**config.mk**
```make
export PLATFORM = sky130hd
export DESIGN_NAME = fetch_pc_unit
export DESIGN_NICKNAME = d
export VERILOG_FILES = /design/src/rtl/fetch_pc_unit_pkg.sv /design/src/rtl/fetch_pc_unit_fetch_buf.sv /design/src/rtl/fetch_pc_unit.sv
export SDC_FILE = /design/constraint.sdc
export NUM_CORES = 1
export LEC_CHECK = 0
export CAP_MARGIN = 30
export CELL_PAD_IN_SITES_DETAIL_PLACEMENT = 0
export CELL_PAD_IN_SITES_GLOBAL_PLACEMENT = 1
export CORE_MARGIN = 8
export CORE_UTILIZATION = 37
export DETAILED_ROUTE_END_ITERATION = 8
export PLACE_DENSITY_LB_ADDON = 0.1
export SKIP_LAST_GASP = 1
export SYNTH_ARGS = -nofsm -noshare
export SYNTH_HDL_FRONTEND = slang
export SYNTH_HIERARCHICAL = 1
export SYNTH_SLANG_ARGS = --single-unit
```
**constraint.sdc**
```tcl
create_clock -name clk -period 3.9 [get_ports clk]
set_input_delay 0.585 -clock clk [delete_from_list [all_inputs] [get_ports clk]]
set_output_delay 0.585 -clock clk [all_outputs]
set_load 0.05 [all_outputs]
```
**src/rtl/fetch_pc_unit_pkg.sv**
```systemverilog
// Shared types and constants for the fetch PC unit and its instruction buffer.
package fetch_pc_unit_pkg;

  typedef enum logic [1:0] {
    FETCH = 2'd0,
    DROP  = 2'd1,
    HOLD  = 2'd2
  } fetch_state_t;

  localparam logic [63:0] RESET_PC_DEFAULT = 64'h0000_0000_8000_0000;
  localparam logic [31:0] NOP_INSTR        = 32'h0000_0013;

  typedef struct packed {
    logic        valid;
    logic [63:0] pc;
  } redirect_t;

  typedef struct packed {
    logic        valid;
    logic [63:0] pc;
    logic [31:0] instr;
  } fetch_out_t;

endpackage

```
**src/rtl/fetch_pc_unit_fetch_buf.sv**
```systemverilog
// Single-entry instruction buffer holding the word presented to decode.
module fetch_pc_unit_fetch_buf (
  input  logic        clk,
  input  logic        resetn,
  input  logic        load,
  input  logic [31:0] load_instr,
  input  logic        hold,
  input  logic        flush,
  input  logic        out_ready,
  output logic [31:0] out_instr,
  output logic        out_accept
);

  logic [31:0] ibuf_q, ibuf_d;

  // Handshake: the entry is offered while hold=1 and is taken on hold & out_ready,
  // except when flush squashes it in the same cycle; the word never changes while offered.
  always_comb begin
    ibuf_d     = ibuf_q;
    out_accept = hold & out_ready & ~flush;
    if (load) begin
      ibuf_d = load_instr;
    end
  end

  always_ff @(posedge clk or negedge resetn) begin
    if (!resetn) begin
      ibuf_q <= 32'h0;
    end else begin
      ibuf_q <= ibuf_d;
    end
  end

  assign out_instr = ibuf_q;

endmodule

```
**src/rtl/fetch_pc_unit.sv**
```systemverilog
// Fetch PC owner: one outstanding instruction request, single-word buffer, redirect squash.
// Optional misaligned-PC trap to a NOP is enabled by defining FETCH_MISALIGN_CHK_EN.
module fetch_pc_unit
  import fetch_pc_unit_pkg::*;
#(
  parameter logic [63:0] RESET_PC = RESET_PC_DEFAULT
) (
  input  logic        clk,
  input  logic        resetn,
  input  logic        redirect_valid,
  input  logic [63:0] redirect_pc,
  output logic        ireq_valid,
  output logic [63:0] ireq_addr,
  input  logic        iresp_data_ok,
  input  logic [31:0] iresp_data,
  output logic        f_valid,
  output logic [63:0] f_pc,
  output logic [31:0] f_instr,
`ifdef FETCH_MISALIGN_CHK_EN
  output logic        f_misalign,
`endif
  input  logic        f_ready,
  output logic [1:0]  dbg_state
);

  fetch_state_t state_q, state_d;
  logic [63:0]  pc_q, pc_d;
  logic [63:0]  tgt_q, tgt_d;
  redirect_t    redir;
  fetch_out_t   f_out;
  logic         misaligned;
  logic         buf_load;
  logic [31:0]  buf_instr;
  logic         buf_flush;
  logic         buf_accept;
  logic [31:0]  ibuf;

  assign buf_flush = (state_q == HOLD) & redirect_valid;

  always_comb begin
    redir = '{valid: redirect_valid, pc: redirect_pc};
`ifdef FETCH_MISALIGN_CHK_EN
    misaligned = (pc_q[1:0] != 2'b00);
`else
    misaligned = 1'b0;
`endif
    state_d   = state_q;
    pc_d      = pc_q;
    tgt_d     = tgt_q;
    buf_load  = 1'b0;
    buf_instr = iresp_data;
    case (state_q)
      FETCH: begin
        if (misaligned) begin
          // No request goes out; decode receives a NOP flagged as misaligned.
          if (redir.valid) begin
            pc_d = redir.pc;
          end else begin
            buf_load  = 1'b1;
            buf_instr = NOP_INSTR;
            state_d   = HOLD;
          end
        end else if (iresp_data_ok) begin
          if (redir.valid) begin
            pc_d = redir.pc;
          end else begin
            buf_load = 1'b1;
            state_d  = HOLD;
          end
        end else if (redir.valid) begin
          tgt_d   = redir.pc;
          state_d = DROP;
        end
      end
      DROP: begin
        if (redir.valid) begin
          tgt_d = redir.pc;
        end
        if (iresp_data_ok) begin
          pc_d    = redir.valid ? redir.pc : tgt_q;
          state_d = FETCH;
        end
      end
      HOLD: begin
        if (buf_flush) begin
          pc_d    = redir.pc;
          state_d = FETCH;
        end else if (buf_accept) begin
          pc_d    = pc_q + 64'd4;
          state_d = FETCH;
        end
      end
      default: state_d = FETCH;
    endcase
  end

  always_ff @(posedge clk or negedge resetn) begin
    if (!resetn) begin
      state_q <= FETCH;
      pc_q    <= RESET_PC;
      tgt_q   <= RESET_PC;
    end else begin
      state_q <= state_d;
      pc_q    <= pc_d;
      tgt_q   <= tgt_d;
    end
  end

`ifdef FETCH_MISALIGN_CHK_EN
  logic misalign_q, misalign_d;

  always_comb begin
    misalign_d = misalign_q;
    if ((state_q == FETCH) && misaligned && !redirect_valid) begin
      misalign_d = 1'b1;
    end else if ((state_q == HOLD) && (state_d != HOLD)) begin
      misalign_d = 1'b0;
    end
  end

  always_ff @(posedge clk or negedge resetn) begin
    if (!resetn) begin
      misalign_q <= 1'b0;
    end else begin
      misalign_q <= misalign_d;
    end
  end

  assign f_misalign = misalign_q;
`endif

  fetch_pc_unit_fetch_buf u_fetch_buf (
    .clk        (clk),
    .resetn     (resetn),
    .load       (buf_load),
    .load_instr (buf_instr),
    .hold       (state_q == HOLD),
    .flush      (buf_flush),
    .out_ready  (f_ready),
    .out_instr  (ibuf),
    .out_accept (buf_accept)
  );

  assign f_out      = '{valid: (state_q == HOLD), pc: pc_q, instr: ibuf};
  assign ireq_valid = resetn & (((state_q == FETCH) & ~misaligned) | (state_q == DROP));
  assign ireq_addr  = pc_q;
  assign f_valid    = f_out.valid;
  assign f_pc       = f_out.pc;
  assign f_instr    = f_out.instr;
  assign dbg_state  = state_q;

endmodule

```
* Word level (Yosys, flattened, before mapping) *
Cells that the tools add are included.

operators by class
  bitwise logic cells = 6
  equal/unequal tests = 9
  add/sub/neg operators = 1
  reductions and logical operators = 6
  multiplexer cells = 19

operator list
  kind                                                             number
  64-bit 2-to-1 mux                                                7
  64-bit one-hot mux with 3 select lines                           1
  64-bit one-hot mux with 2 select lines                           1
  64-bit by 3-bit adder with 64-bit output, second input constant  1
  2-bit 2-to-1 mux                                                 6
  3-bit != test, second input constant                             3
  2-bit != test, second input constant                             4
  2-bit one-hot mux with 3 select lines                            1
  5-bit AND reduction                                              1
  1-bit AND                                                        4
  4-bit AND reduction                                              1
  1-bit 2-to-1 mux                                                 3
  3-bit nonzero test                                               1
  2-bit by 1-bit == test with 1-bit output, second input constant  1
  2-bit == test, second input constant                             1
  2-bit logical NOT                                                1
  2-bit AND reduction                                              1
  2-bit nonzero test                                               1
  1-bit NOT                                                        1
  1-bit bitwise OR                                                 1

word-level totals
  logic and storage cells = 45
  bits in registers = 162
  output and inout port bits = 164

* Logic depth before layout (Yosys ltp) *
  word-level depth = 7
  depth in mapped cells = 11
  depth with buffers taken out = 9

* Cells and area by module *
Netlist, hierarchy kept.

modules (own cells, without submodules)
  module                   seq. area each (um2)  area each (um2)  cells each  instances
  fetch_pc_unit            3,255.6               8,430.6          920         1
  fetch_pc_unit_fetch_buf  800.8                 1,353.8          69          1

* Worst setup path before layout *
No wires, ideal clock.

  path kind = reg2reg
  start = register state_q[1] (netlist: dbg_state[1])
  end = register pc_q[62] (netlist: f_pc[62])
  data required time = 3.769 ns
  path buffers = 2
  cell stages (with the launch flop) = 11
  clock period less this slack = 3.249 ns
  arrival time = 3.118 ns
  path slack = 0.651 ns
  path through = dfrtp_1 -> ha_1 -> and2_1 -> and3b_1 -> or3b_1 -> and4_1 -> clkbuf_1 -> buf_2 -> nor2_1 -> nor2_1 -> or3_1

on the way
  cells in the longest elaborated chain, start to end = 6

ends and longest elaborated chain
  what                                  line                           source
  start: declaration                    fetch_pc_unit.sv:26            fetch_state_t state_q, state_d;
  start signal: assignment              fetch_pc_unit.sv:103           state_q <= state_d;
  2-bit == test                         n/a
  net f_valid                           fetch_pc_unit.sv:16            output logic f_valid,
  1-bit AND                             fetch_pc_unit.sv:38            assign buf_flush = (state_q == HOLD) & redirect_valid;
  net buf_flush                         fetch_pc_unit.sv:34            logic buf_flush;
  1-bit NOT                             fetch_pc_unit_fetch_buf.sv:20  out_accept = hold & out_ready & ~flush;
  1-bit AND                             fetch_pc_unit_fetch_buf.sv:20
  net buf_accept                        fetch_pc_unit.sv:35            logic buf_accept;
  3-bit != test (no source line)        n/a
  5-bit AND reduction (no source line)  n/a
  end signal: assignment                fetch_pc_unit.sv:104           pc_q <= pc_d;
  end: declaration                      fetch_pc_unit.sv:27            logic [63:0] pc_q, pc_d;

The timed path passes the listed nets, and every way through them passes these cells.
A chain may end at the register's enable or synchronous reset.

* Worst setup path in the final report *
  start = register state_q[0] (netlist: dbg_state[0])
  end = register pc_q[62] (netlist: f_pc[62])

on the way
  cells in the longest elaborated chain, start to end = 6

ends and longest elaborated chain
  what                                  line
  2-bit == test                         fetch_pc_unit.sv:38
  1-bit AND                             fetch_pc_unit.sv:38
  net buf_flush                         fetch_pc_unit.sv:34
  1-bit NOT                             fetch_pc_unit_fetch_buf.sv:20
  1-bit AND                             fetch_pc_unit_fetch_buf.sv:20
  net buf_accept                        fetch_pc_unit.sv:35
  3-bit != test (no source line)        n/a
  5-bit AND reduction (no source line)  n/a

The timed path passes the listed nets, and every way through them passes these cells.

==> metrics.txt <==
crit path time final 3.100 ns; area grow syn2layout 31.37%; die area 31,900 sq um; Peak Freq roughly 320 MHz; die width 178.6 um; Yosys warning count 6; Post-Syn Nets 1,095; power per cell area 1015 nW/um^2; ys async rst share between 90% and 100%; Post-synth EDFFs 0; DP Wirelength around 23,000 um; post-route ant nets 0; Rel. slew slack 44.30%; share of layout cells above drive strength 1 15.81%; CTS H-tree depth 4; nets 1,276; gr ovfl total 0; vias in the first global route 8,673; DRC violations left 0; Post-Synthesis Cell Area 9784 sq um; initial antenna violation count 1; met3 WL 2594 um; Synth cell types 70; maximum vdd drop 571.3 uV; Worst Path Buf+Inv 2; sequential share of the synthesized area 41.46%; critical path class reg -> reg; core box area 25,980 sq um; CTS tree built; Max clock buf depth 2; dpl ws between 0.6 and 0.7 ns; chip height 178.6 um; drt first pass iters 5; first-pass GRT wire length 51,540 um; vias per cell 5.707; PostCTS Resize Cnt 0; status complete, no violations; max cap viols 0; CP Capture Type register; RePlAce Congestion 0.7566; RSZ-0062 raised after global routing false; CP required 4.21 ns; I/O pin count roughly 270; Post-CTS Setup Bufs 0; root buf cell clkbuf_16; CTS sink cnt 162; Slew Viols, Final 0; Yosys reg bits 162; Setup crit start kind register; Skew-Pair Late Insertion Delay 0.44 ns; Total GRT Usage 20.64%; Lkg Pwr 5.101 nW; post-layout util between 40% and 50%; Hold Buf Count CTS 0; Setup-failing EPs final 0; TritonCTS Buffers 17; Final Hold Fails 0; wire per inst 21.83 um; crit path max fanout 13; largest net degree at the start of global routing 69; Reg clk slew, reported paths 0.07 ns; syn avg cell area 9.893 sq um; final worst clock skew 0.01338 ns; Main synth FF type dfrtp_1; Worst Tran Pin Value approximately 0.83 ns; Iter 0 DRT Violations 593; Tcrit/Tclk final 79.49%; Initial Utilization a little under two fifths; setup ws final 0.8000 ns; input/output buffers 264; CP max stage delay 0.52 ns; CP arrival 3.41 ns; kind of cell adding the most delay to the critical path simple AND/OR/NAND/NOR gates; PnR Total Power 0.01305 W; Highest Signal Layer met4; routed wl met2 about 15,000 um; hold crit path type in -> async; worst path cell trace inv_1, ha_1, and2_1, and3b_1, or3b_1, nand4_1, buf_4, a221oi_1, nor2_1, or3_1; Setup TNS Final 0 ns; row count 59; fin area 12,850 sq um; Mapped Cells 989; drt total wl 33,160 um; Placed Area 12,300 sq um; Vias 8,669; DRT met1 WL 14,740 um; CP max-delay cell nand4_1
## registers in the layout, summed over array words and instances (netlist names)
signal / flops
f_pc: 64
tgt_q: 64
u_fetch_buf/out_instr: 32
dbg_state: 2
## layout make-up
class,count,area (sq um)
Inverter,18,67.56
Antenna cell,1,2.502
Tap cell,335,419.2
Multi-Input combinational cell,679,4865
Clock buffer,18,429.2
Timing Repair Buffer,292,2892
Clock inverter,14,122.6
Sequential cell,162,4056
Fill cell,2449,13130
## worst register-to-register path: stages, from the launching register on
cell	delay, ns
dfrtp_1	0.42
inv_1	0.10
ha_1	0.31
and2_1	0.19
and3b_1	0.22
or3b_1	0.18
nand4_1	0.52
buf_4	0.39
a221oi_1	0.22
nor2_1	0.06
or3_1	0.37
## path summary, 6_finish.rpt
path | startpoint | end | slack, ns | cells past startpoint
max | dbg_state[0] | f_pc[62] | 0.80 | 10
min | resetn | f_pc[10] | 0.30 | 2
max reg2reg | dbg_state[0] | f_pc[62] | 0.80 | 10
min reg2reg | tgt_q[25] | tgt_q[25] | 0.51 | 1
max in group asynchronous | resetn | u_fetch_buf/out_instr[4] | 2.35 | 3
min in group clk | tgt_q[25] | tgt_q[25] | 0.51 | 1
## routing by layer
metal | track usage, % | vias to the layer above
li1 | - | 4027
met1 | 28.08 | 4278
met2 | 32.54 | 338
met3 | 5.059 | 26
met4 | 4.788 | 0
met5 | 0 | -
## cell families (layout without fill, tap and decap cells)
family / Yosys count / in the layout / synth area share (%)
AOI/OAI and AO/OA: 259 / 259 / 18.49
and+or+nand+nor: 317 / 317 / 18.04
adders and majority gates: 5 / 5 / 0.6394
other: 0 / 1 / 0
xor gates and xnor gates: 2 / 2 / 0.1791
buffers and inverters: 148 / 342 / 8.990
DFF: 162 / 162 / 41.46
muxes: 96 / 96 / 12.20
## through the flow
| stage | hold slack [ns] | instances |
|---|---|---|
| floorplan | 0.2894 | 989 |
| global placement | 0.4874 | 1485 |
| detailed placement | 0.4924 | 1486 |
| CTS | 0.3156 | 1518 |
| global route | 0.3431 | 1519 |
| finish | 0.3010 | 1519 |
## cell usage in the layout, fill, tap and decap left out, types with 21 or more instances in the layout
| master | instances |
|---|---|
| dfrtp_1 | 160 |
| nor3_1 | 25 |
| o21ai_0 | 89 |
| mux2_2 | 66 |
| nand3_1 | 29 |
| nor2_1 | 87 |
| nand4_1 | 21 |
| clkdlybuf4s50_1 | 263 |
| buf_4 | 25 |
| nand2_1 | 49 |
| mux2_4 | 30 |
## Yosys cell counts, types with 5 or more instances
library cell / count / area share (%)
nand3b_1: 10 / 0.77
o211ai_1: 6 / 0.46
a221o_1: 9 / 0.92
nand4_1: 21 / 1.3
and2_1: 5 / 0.32
inv_1: 18 / 0.69
mux2_2: 66 / 7.6
a31oi_1: 12 / 0.77
nor3_1: 25 / 1.3
o2bb2ai_1: 12 / 1.1
buf_4: 67 / 5.1
nand3_1: 29 / 1.5
a221oi_1: 11 / 0.98
a22oi_1: 13 / 1.0
a22o_1: 19 / 1.7
a21oi_1: 20 / 1.0
a222oi_1: 8 / 0.82
or3_1: 9 / 0.58
nor2_1: 88 / 3.4
nor4_2: 5 / 0.64
and3_1: 16 / 1.0
buf_2: 12 / 0.61
ha_1: 5 / 0.64
a311o_1: 5 / 0.51
dfrtp_1: 160 / 41
a32oi_1: 8 / 0.72
and4_1: 10 / 0.90
nand2_1: 50 / 1.9
mux2_4: 30 / 4.6
o21ai_0: 89 / 4.6
nor4_1: 15 / 0.96
a41oi_1: 6 / 0.54
clkbuf_1: 42 / 1.6
## power breakdown
part / leakage (nW) / total (W) / switching (W) / internal [W]
combinational: 2.89 / 0.00793 / 0.00505 / 0.00288
clock: 0.276 / 0.00164 / 0.000794 / 0.000842
sequential: 1.93 / 0.00348 / 0.000940 / 0.00254
total: 5.10 / 0.0130 / 0.00678 / 0.00626
(Power assumes the default switching activity.)
